**src/rtl/ring_output_port.sv**
```systemverilog
// Output port of the polarity-interleaved ring router: round-robin arbitration over
// NUM_IN input buffers into two VC FIFOs, one filled and the other drained each cycle.
module ring_output_port #(
   parameter int DATA_W = 64,
   parameter int NUM_IN = 2,
   parameter int DEPTH  = 2,
   parameter int CNT_W  = $clog2(DEPTH+1)
) (
   input  logic                     clk,
   input  logic                     reset,
   input  logic                     polarity,
   input  logic [NUM_IN-1:0]        req,
   input  logic [NUM_IN*DATA_W-1:0] dataIn,
   output logic [NUM_IN-1:0]        grant,
   output logic                     sendOut,
   input  logic                     readyOut,
   output logic [DATA_W-1:0]        dataOut,
   output logic [CNT_W-1:0]         count0,
   output logic [CNT_W-1:0]         count1
);

   localparam int PTR_W = (DEPTH  > 1) ? $clog2(DEPTH)  : 1;
   localparam int RR_W  = (NUM_IN > 1) ? $clog2(NUM_IN) : 1;
   localparam logic [CNT_W-1:0] FULL_CNT = CNT_W'(DEPTH);
   localparam logic [PTR_W-1:0] PTR_LAST = PTR_W'(DEPTH-1);
   localparam logic [RR_W-1:0]  RR_LAST  = RR_W'(NUM_IN-1);

   function automatic logic [PTR_W-1:0] f_ptr_inc(input logic [PTR_W-1:0] p);
      return (p == PTR_LAST) ? '0 : p + PTR_W'(1);
   endfunction

   function automatic logic [RR_W-1:0] f_rr_inc(input logic [RR_W-1:0] p);
      return (p == RR_LAST) ? '0 : p + RR_W'(1);
   endfunction

   function automatic logic [RR_W-1:0] f_rr_add(input logic [RR_W-1:0] base, input int ofs);
      int s;
      s = int'(base) + ofs;
      if (s >= NUM_IN) s = s - NUM_IN;
      return RR_W'(s);
   endfunction

   logic [DATA_W-1:0] r_mem0 [DEPTH];
   logic [DATA_W-1:0] r_mem1 [DEPTH];
   logic [PTR_W-1:0]  r_head0, r_tail0, r_head1, r_tail1;
   logic [CNT_W-1:0]  r_cnt0, r_cnt1;
   logic [RR_W-1:0]   r_rr0, r_rr1;

   logic [CNT_W-1:0]  w_fill_cnt, w_drain_cnt;
   logic [RR_W-1:0]   w_rr, w_idx, w_gnt_idx;
   logic              w_full, w_found, w_push, w_pop, w_has;
   logic [DATA_W-1:0] w_din, w_head;

   // Fill side: VC selected by polarity; full is judged on the registered count only
   assign w_fill_cnt = polarity ? r_cnt1 : r_cnt0;
   assign w_full     = (w_fill_cnt == FULL_CNT);
   assign w_rr       = polarity ? r_rr1 : r_rr0;

   always_comb begin
      grant     = '0;
      w_gnt_idx = '0;
      w_idx     = '0;
      w_found   = 1'b0;
      if (reset && !w_full) begin
         for (int k = 0; k < NUM_IN; k++) begin
            w_idx = f_rr_add(w_rr, k);
            if (!w_found && req[w_idx]) begin
               w_found      = 1'b1;
               w_gnt_idx    = w_idx;
               grant[w_idx] = 1'b1;
            end
         end
      end
   end

   always_comb begin
      w_din = '0;
      for (int i = 0; i < NUM_IN; i++) begin
         if (grant[i]) w_din = dataIn[i*DATA_W +: DATA_W];
      end
   end

   assign w_push = w_found;

   // Drain side: the opposite VC; output is masked to zero whenever it is empty
   assign w_drain_cnt = polarity ? r_cnt0 : r_cnt1;
   assign w_has       = (w_drain_cnt != '0);
   assign w_head      = polarity ? r_mem0[r_head0] : r_mem1[r_head1];
   assign sendOut     = w_has & readyOut & reset;
   assign dataOut     = w_has ? w_head : '0;
   assign w_pop       = sendOut;

   assign count0 = r_cnt0;
   assign count1 = r_cnt1;

   always_ff @(posedge clk or negedge reset) begin
      if (!reset) begin
         r_head0 <= '0;
         r_tail0 <= '0;
         r_head1 <= '0;
         r_tail1 <= '0;
         r_cnt0  <= '0;
         r_cnt1  <= '0;
         r_rr0   <= '0;
         r_rr1   <= '0;
      end else begin
         if (w_push) begin
            if (polarity) begin
               r_tail1 <= f_ptr_inc(r_tail1);
               r_cnt1  <= r_cnt1 + CNT_W'(1);
               r_rr1   <= f_rr_inc(w_gnt_idx);
            end else begin
               r_tail0 <= f_ptr_inc(r_tail0);
               r_cnt0  <= r_cnt0 + CNT_W'(1);
               r_rr0   <= f_rr_inc(w_gnt_idx);
            end
         end
         if (w_pop) begin
            if (polarity) begin
               r_head0 <= f_ptr_inc(r_head0);
               r_cnt0  <= r_cnt0 - CNT_W'(1);
            end else begin
               r_head1 <= f_ptr_inc(r_head1);
               r_cnt1  <= r_cnt1 - CNT_W'(1);
            end
         end
      end
   end

   // Storage is never reset; stale entries are hidden by the occupancy counts
   always_ff @(posedge clk) begin
      if (w_push) begin
         if (polarity) r_mem1[r_tail1] <= w_din;
         else          r_mem0[r_tail0] <= w_din;
      end
   end

endmodule
```
**config.mk**
```make
export PLATFORM = sky130hd
export DESIGN_NAME = ring_output_port
export DESIGN_NICKNAME = d
export VERILOG_FILES = /design/src/rtl/ring_output_port.sv
export SDC_FILE = /design/constraint.sdc
export NUM_CORES = 1
export LEC_CHECK = 0
export CAP_MARGIN = 10
export CORE_AREA = 2 2 141 171
export CTS_CLUSTER_SIZE = 12
export DETAILED_ROUTE_END_ITERATION = 8
export DIE_AREA = 0 0 143 173
export PLACE_DENSITY = 0.83
export SLEW_MARGIN = 20
export SYNTH_ARGS = -nofsm -noshare
export SYNTH_HDL_FRONTEND = slang
export SYNTH_SLANG_ARGS = --single-unit
```
**constraint.sdc**
```tcl
create_clock -name clk -period 9.9 [get_ports clk]
set_clock_uncertainty 0.1 [all_clocks]
set_input_delay 2.97 -clock clk [delete_from_list [all_inputs] [get_ports clk]]
set_output_delay 2.97 -clock clk [all_outputs]
set_load 0.005 [all_outputs]
```
==> reports/results.txt, run 1 <==
ys flop type: edfxtp_1
CP Class: in2out
final wirelength: 28.7 mm
WL per Instance: 19.5 um
post-synth top area share: 59.3%
Worst-path clk slew: 0.06 ns
sequential-to-total area share from yosys stat: 61.2%
Cells after Synth: 995
Cell Pwr Density: 235 mW/mm^2
worst skew pair latency: 0.51 ns
global-route usage over all layers: 22.6%
peak supply drop: 0.180 mV
cell taking the most area after synthesis: edfxtp_1
Starting Density: 56.4%
H-tree depth: 1
status: finished clean
Die ar.: 0.0247 sq mm
f_max: 122 MHz
clk sink count: 266
Buffers on Ports: 204
Final Critical Period: 8.19 ns
Least-Margin Pin Slew: 1.06 ns
commonest cells in the netlist: edfxtp_1 (256), nand2_1 (130), a21oi_1 (120), a211oi_1 (78), nor2b_1 (67)
Final Hold Vio Count: 0
largest net degree at the start of global routing: 106
RePlAce Congestion: 0.748
I/O pin total: 205
DP Area: 0.0150 sq mm
# hold bufs at CTS: 0
r2r worst-path depth: 3
Antenna Cells: 0
row count: 61
CTS tree: yes
YS warnings: 0
HPWL after DPL: 16.7 mm
Slew headroom: 29.2%
share of layout cells above drive strength 1: 11.1%
flops & latches, synth: 266
CTS root buffer: clkbuf_16
CP Data Required Time: 6.83 ns
fin crit share: 82.7%
routed via count: 8433
arrival time worst endpoint: 5.12 ns
most common cell in the netlist: edfxtp_1
cts bufs inserted: 27
CP max FO: 32
max cap viols: 0
post_cts resized: 0
sum of negative setup slack: 0 ns
Critical Path End Type: output port
Cell Area, Synth: 0.0130 sq mm
Hold WC Path Type: reg2reg
Min Hold Slack: 0.441 ns
initial detailed-routing violation count: 464
final net count: 1282
setup violators final: 0
leakage: 0.00583 uW
DRC viols: 0
mean post-synth cell area: 13.0 sq um
Placed Instances: 1432
ys async rst share: 3.76%
Core Area: 0.0230 sq mm
post-synthesis cell type count: 44
vias in the first global route: 8150
Post-synth EDFFs: 256
largest cells by area after synthesis: edfxtp_1 (59%), mux2i_1 (4.9%), a211oi_2 (4.8%)
max-slew violations: 0
DP Worst Slack: 1.69 ns
GRT overflow: 0
postcts setup bufs: 0
final instance area: 0.0158 sq mm
final worst slack: 1.71 ns
first-pass GRT wire length: 43.8 mm
die height: 173 um
Post-Syn Nets: 1129
antenna-violating nets left: 0
area delta synth->final: 21.8%
crit path launch type: input pin
RSZ-0062 raised after global routing: false
vias per cell: 5.73
die width: 143 um
Non-Filler Instances: 1471
antenna violations before repair: 0
CTS max path bufs: 3
drt pass-1 iters: 5
hold path depth: 1
[final timing paths]
check / from / end / slack [ns]
max: polarity / dataOut[2] / 1.71
min: r_tail0 / r_tail0 / 0.44
max reg2reg: count1[0] / r_mem1[1][30] / 6.95
min reg2reg: r_tail0 / r_tail0 / 0.44
max in group asynchronous: reset / r_head0 / 6.77
min in group asynchronous: reset / r_head1 / 2.69
[flip-flops by register name (all words and copies together) (netlist names)]
register / cells
r_mem0: 128
r_mem1: 128
count0: 2
count1: 2
r_head0: 1
r_head1: 1
r_rr0: 1
r_rr1: 1
r_tail0: 1
r_tail1: 1
[metal layers]
metal  global-route usage (%)  up-vias  wire, um
li1                         -     4039         -
met5                        0        -         0
met2                     40.7      269     15100
met1                     28.2     4080     11400
met4                     6.44        0       616
met3                     3.35       45      1590
[worst max-delay path, cell delays in order]
cell	delay, ns
buf_6	0.22
inv_2	0.12
o31ai_4	0.76
buf_4	0.40
a211oi_1	0.12
clkdlybuf4s50_1	0.51
[report_power, final]
group          internal (uW)  total, uW  switching (uW)  leakage, uW
clock                    516        888             372     0.000364
combinational            595       1290             693      0.00296
sequential              1420       1540             116      0.00250
[cells in the final DEF, fill, tap and decap left out, types with 10 or more instances in the layout]
master and instances:
o21ba_1 60, nand2_1 130, clkdlybuf4s50_1 201, edfxtp_1 256, a211oi_1 78, buf_4 17
a21oi_1 120, a211oi_2 50, clkbuf_16 27, nor2b_1 66, a21oi_2 10, mux2i_1 64
[kinds of logic after synthesis]
family | Yosys count | share of synthesized area (%)
buf+inv | 103 | 4.66
flops | 266 | 61.2
xor+xnor | 4 | 0.270
compound gates | 339 | 20.7
simple gates | 215 | 7.74
mux | 68 | 5.38
[final cells by class]
class	count	area, sq um
flip-flops and latches	266	7950
fillers	1597	7180
multi-input cells	626	4470
repair buffers	222	2230
clock buffers	33	698
well taps	315	394
clock inverters	4	47.5
inverters	5	18.8
[per-stage QoR]
step | power (uW) | util [%]
final | 3710 | 68.8
after global routing | 3880 | 68.8
after CTS | 3730 | 68.5
after detailed placement | 2840 | 65.3
after global placement | 2820 | 65.3
after floorplan | 2370 | -
No activity file was read; power rests on OpenSTA's default activity.
==> run 2, diff against run 1 <==
--- a/config.mk
+++ b/config.mk
@@ -6,11 +6,11 @@
 export NUM_CORES = 1
 export LEC_CHECK = 0
 export CAP_MARGIN = 10
-export CORE_AREA = 2 2 141 171
+export CORE_AREA = 2 2 145 175
 export CTS_CLUSTER_SIZE = 12
 export DETAILED_ROUTE_END_ITERATION = 8
-export DIE_AREA = 0 0 143 173
-export PLACE_DENSITY = 0.83
+export DIE_AREA = 0 0 147 177
+export PLACE_DENSITY = 0.79
 export SLEW_MARGIN = 20
 export SYNTH_ARGS = -nofsm -noshare
 export SYNTH_HDL_FRONTEND = slang
==> constraint.sdc (replaced) <==
create_clock -name clk -period 7.85 [get_ports clk]
set_clock_uncertainty 0.1 [all_clocks]
set_input_delay 2.355 -clock clk [delete_from_list [all_inputs] [get_ports clk]]
set_output_delay 2.355 -clock clk [all_outputs]
set_load 0.005 [all_outputs]
==> reports/results.txt, run 2 (same netlist as run 1, synthesis figures left out) <==
row count: 63 (+3.3%)
WL per Instance: 18.8 um (-3.6%)
HPWL after DPL: 16.9 mm (+1.4%)
final net count: 1280 (-0.16%)
Buffers on Ports: 204 (unchanged)
final worst slack: 0.903 ns (-0.808 ns)
Least-Margin Pin Slew: 1.02 ns (-0.0412 ns)
Hold Path End: r_tail0
Top Registers: r_mem0 x128, r_mem1 x128
largest net degree at the start of global routing: 80 (-25%)
RePlAce Congestion: 0.723 (-3.3%)
met1 usage: 26.7% (-1.5 points)
register area: 0.00795 sq mm (unchanged)
most common cell after layout, fill and taps aside: edfxtp_1
CP cell instances: buf_6 -> buf_4 -> a211oi_1 -> a211oi_1 -> clkdlybuf4s50_1
status: finished clean
share of layout cells above drive strength 1: 10.8% (-0.27 points)
vias per cell: 5.64 (-1.6%)
GR peak layer: met2
CP max stage delay: 0.60 ns (-0.16 ns)
crit path launch type: input pin
Slew headroom: 32.1% (+2.9 points)
RSZ-0062 raised after global routing: false
most frequent cells in the layout: edfxtp_1 (256), clkdlybuf4s50_1 (201), nand2_1 (130)
Util after Layout: 64.6% (-4.1 points)
vias in the first global route: 8443 (+3.6%)
Crit path max-delay family: buffers and inverters
antenna-violating nets left: 0 (unchanged)
area delta synth->final: 21.8% (unchanged)
final wirelength: 28.1 mm (-2.3%)
reg2reg start: r_rr0
post_cts resized: 0 (unchanged)
antenna violations before repair: 0 (unchanged)
Final Critical Period: 6.95 ns
DP Worst Slack: 0.912 ns (-0.778 ns)
Core Area: 0.0244 sq mm (+6.4%)
Min Hold Slack: 0.449 ns (+0.00771 ns)
GR Util met2: 39.4% (-1.3 points)
die height: 177 um (+2.3%)
GR Util met3: 2.78% (-0.57 points)
initial detailed-routing violation count: 493 (+6.3%)
first-pass GRT wire length: 43.9 mm (+0.27%)
CTS tree: yes
HP Start: r_tail0
fillers: 1854 (+16%)
Starting Density: 53.1% (-3.4 points)
CP Data Required Time: 5.39 ns (-1.44 ns)
Hold WC Path Type: reg2reg
CP max FO: 54 (+69%)
I/O pin total: 205 (unchanged)
Worst-path clk slew: 0.06 ns (about the same)
fin crit share: 88.5%
CP Class: in2out
number of buffers and inverters on the critical path: 3 (-1)
CTS root buffer: clkbuf_16
postcts setup bufs: 0 (unchanged)
peak supply drop: 0.201 mV (+12%)
H-tree depth: 1 (unchanged)
Cell Pwr Density: 294 mW/mm^2 (+25%)
Multi-input gate area: 0.00447 sq mm (unchanged)
max-slew violations: 0 (unchanged)
die width: 147 um (+2.8%)
sum of negative setup slack: 0 ns (unchanged)
max cap viols: 0 (unchanged)
routed via count: 8408 (-0.30%)
leakage: 0.00581 uW (-0.34%)
DRC viols: 0 (unchanged)
worst skew pair latency: 0.51 ns (about the same)
f_max: 144 MHz
cts bufs inserted: 26 (-3.7%)
GRT overflow: 0 (unchanged)
Die ar.: 0.0260 sq mm (+5.2%)
arrival time worst endpoint: 4.49 ns (-0.63 ns)
reg-to-reg slack, setup: 5.27 ns (-1.68 ns)
CP max stage cell: buf_4
hold path depth: 1 (unchanged)
Final Hold Vio Count: 0 (unchanged)
clk sink count: 266 (unchanged)
CTS max path bufs: 3 (unchanged)
Top cell by count, worst path: a211oi_1
r2r worst-path depth: 4 (+1)
# hold bufs at CTS: 0 (unchanged)
global-route usage over all layers: 21.3% (-1.3 points)
Critical Path End Type: output port
Antenna Cells: 0 (unchanged)
Worst R2R End: r_mem0[0][1]
setup violators final: 0 (unchanged)
drt pass-1 iters: 4 (-1)
## run 2: per-stage QoR
stage                     instances  power, uW  cell area [sq um]
after floorplan                 995       2990              13000
after global placement         1443       3540              15000
after detailed placement       1443       3570              15000
after CTS                      1491       4690              15800
after global routing           1491       4860              15800
final                          1491       4650              15800
## run 2: how the worst max path moves through the flow
stage	startpoint	to	slack, ns	cells past startpoint
after floorplan	req[1]	r_mem0[0][0]	1.50	4
after global placement	polarity	dataOut[56]	0.90	5
after detailed placement	polarity	dataOut[56]	0.91	5
after CTS	polarity	dataOut[56]	0.91	5
after global routing	polarity	dataOut[63]	0.86	5
final	polarity	dataOut[56]	0.90	5
## run 2: power breakdown
part | switching [uW] | internal (uW)
logic | 814 | 730
clock network | 475 | 649
registers | 193 | 1790
## run 2: cell type report
cell class              instances  share of cell area [%]
clock buffers                  47                    4.82
clock inverters                 1                  0.0475
inverters                       5                   0.119
multi-input cells             626                    28.3
flip-flops and latches        266                    50.3
well taps                     325                    2.57
repair buffers                221                    13.9
## run 2: metal layers
metal / routed length [um] / part of all wire [%] / vias up
met5: 0 / 0 / -
li1: - / - / 4052
met3: 1520 / 5.4 / 33
met4: 448 / 1.6 / 0
met1: 11500 / 41 / 4080
met2: 14600 / 52 / 243
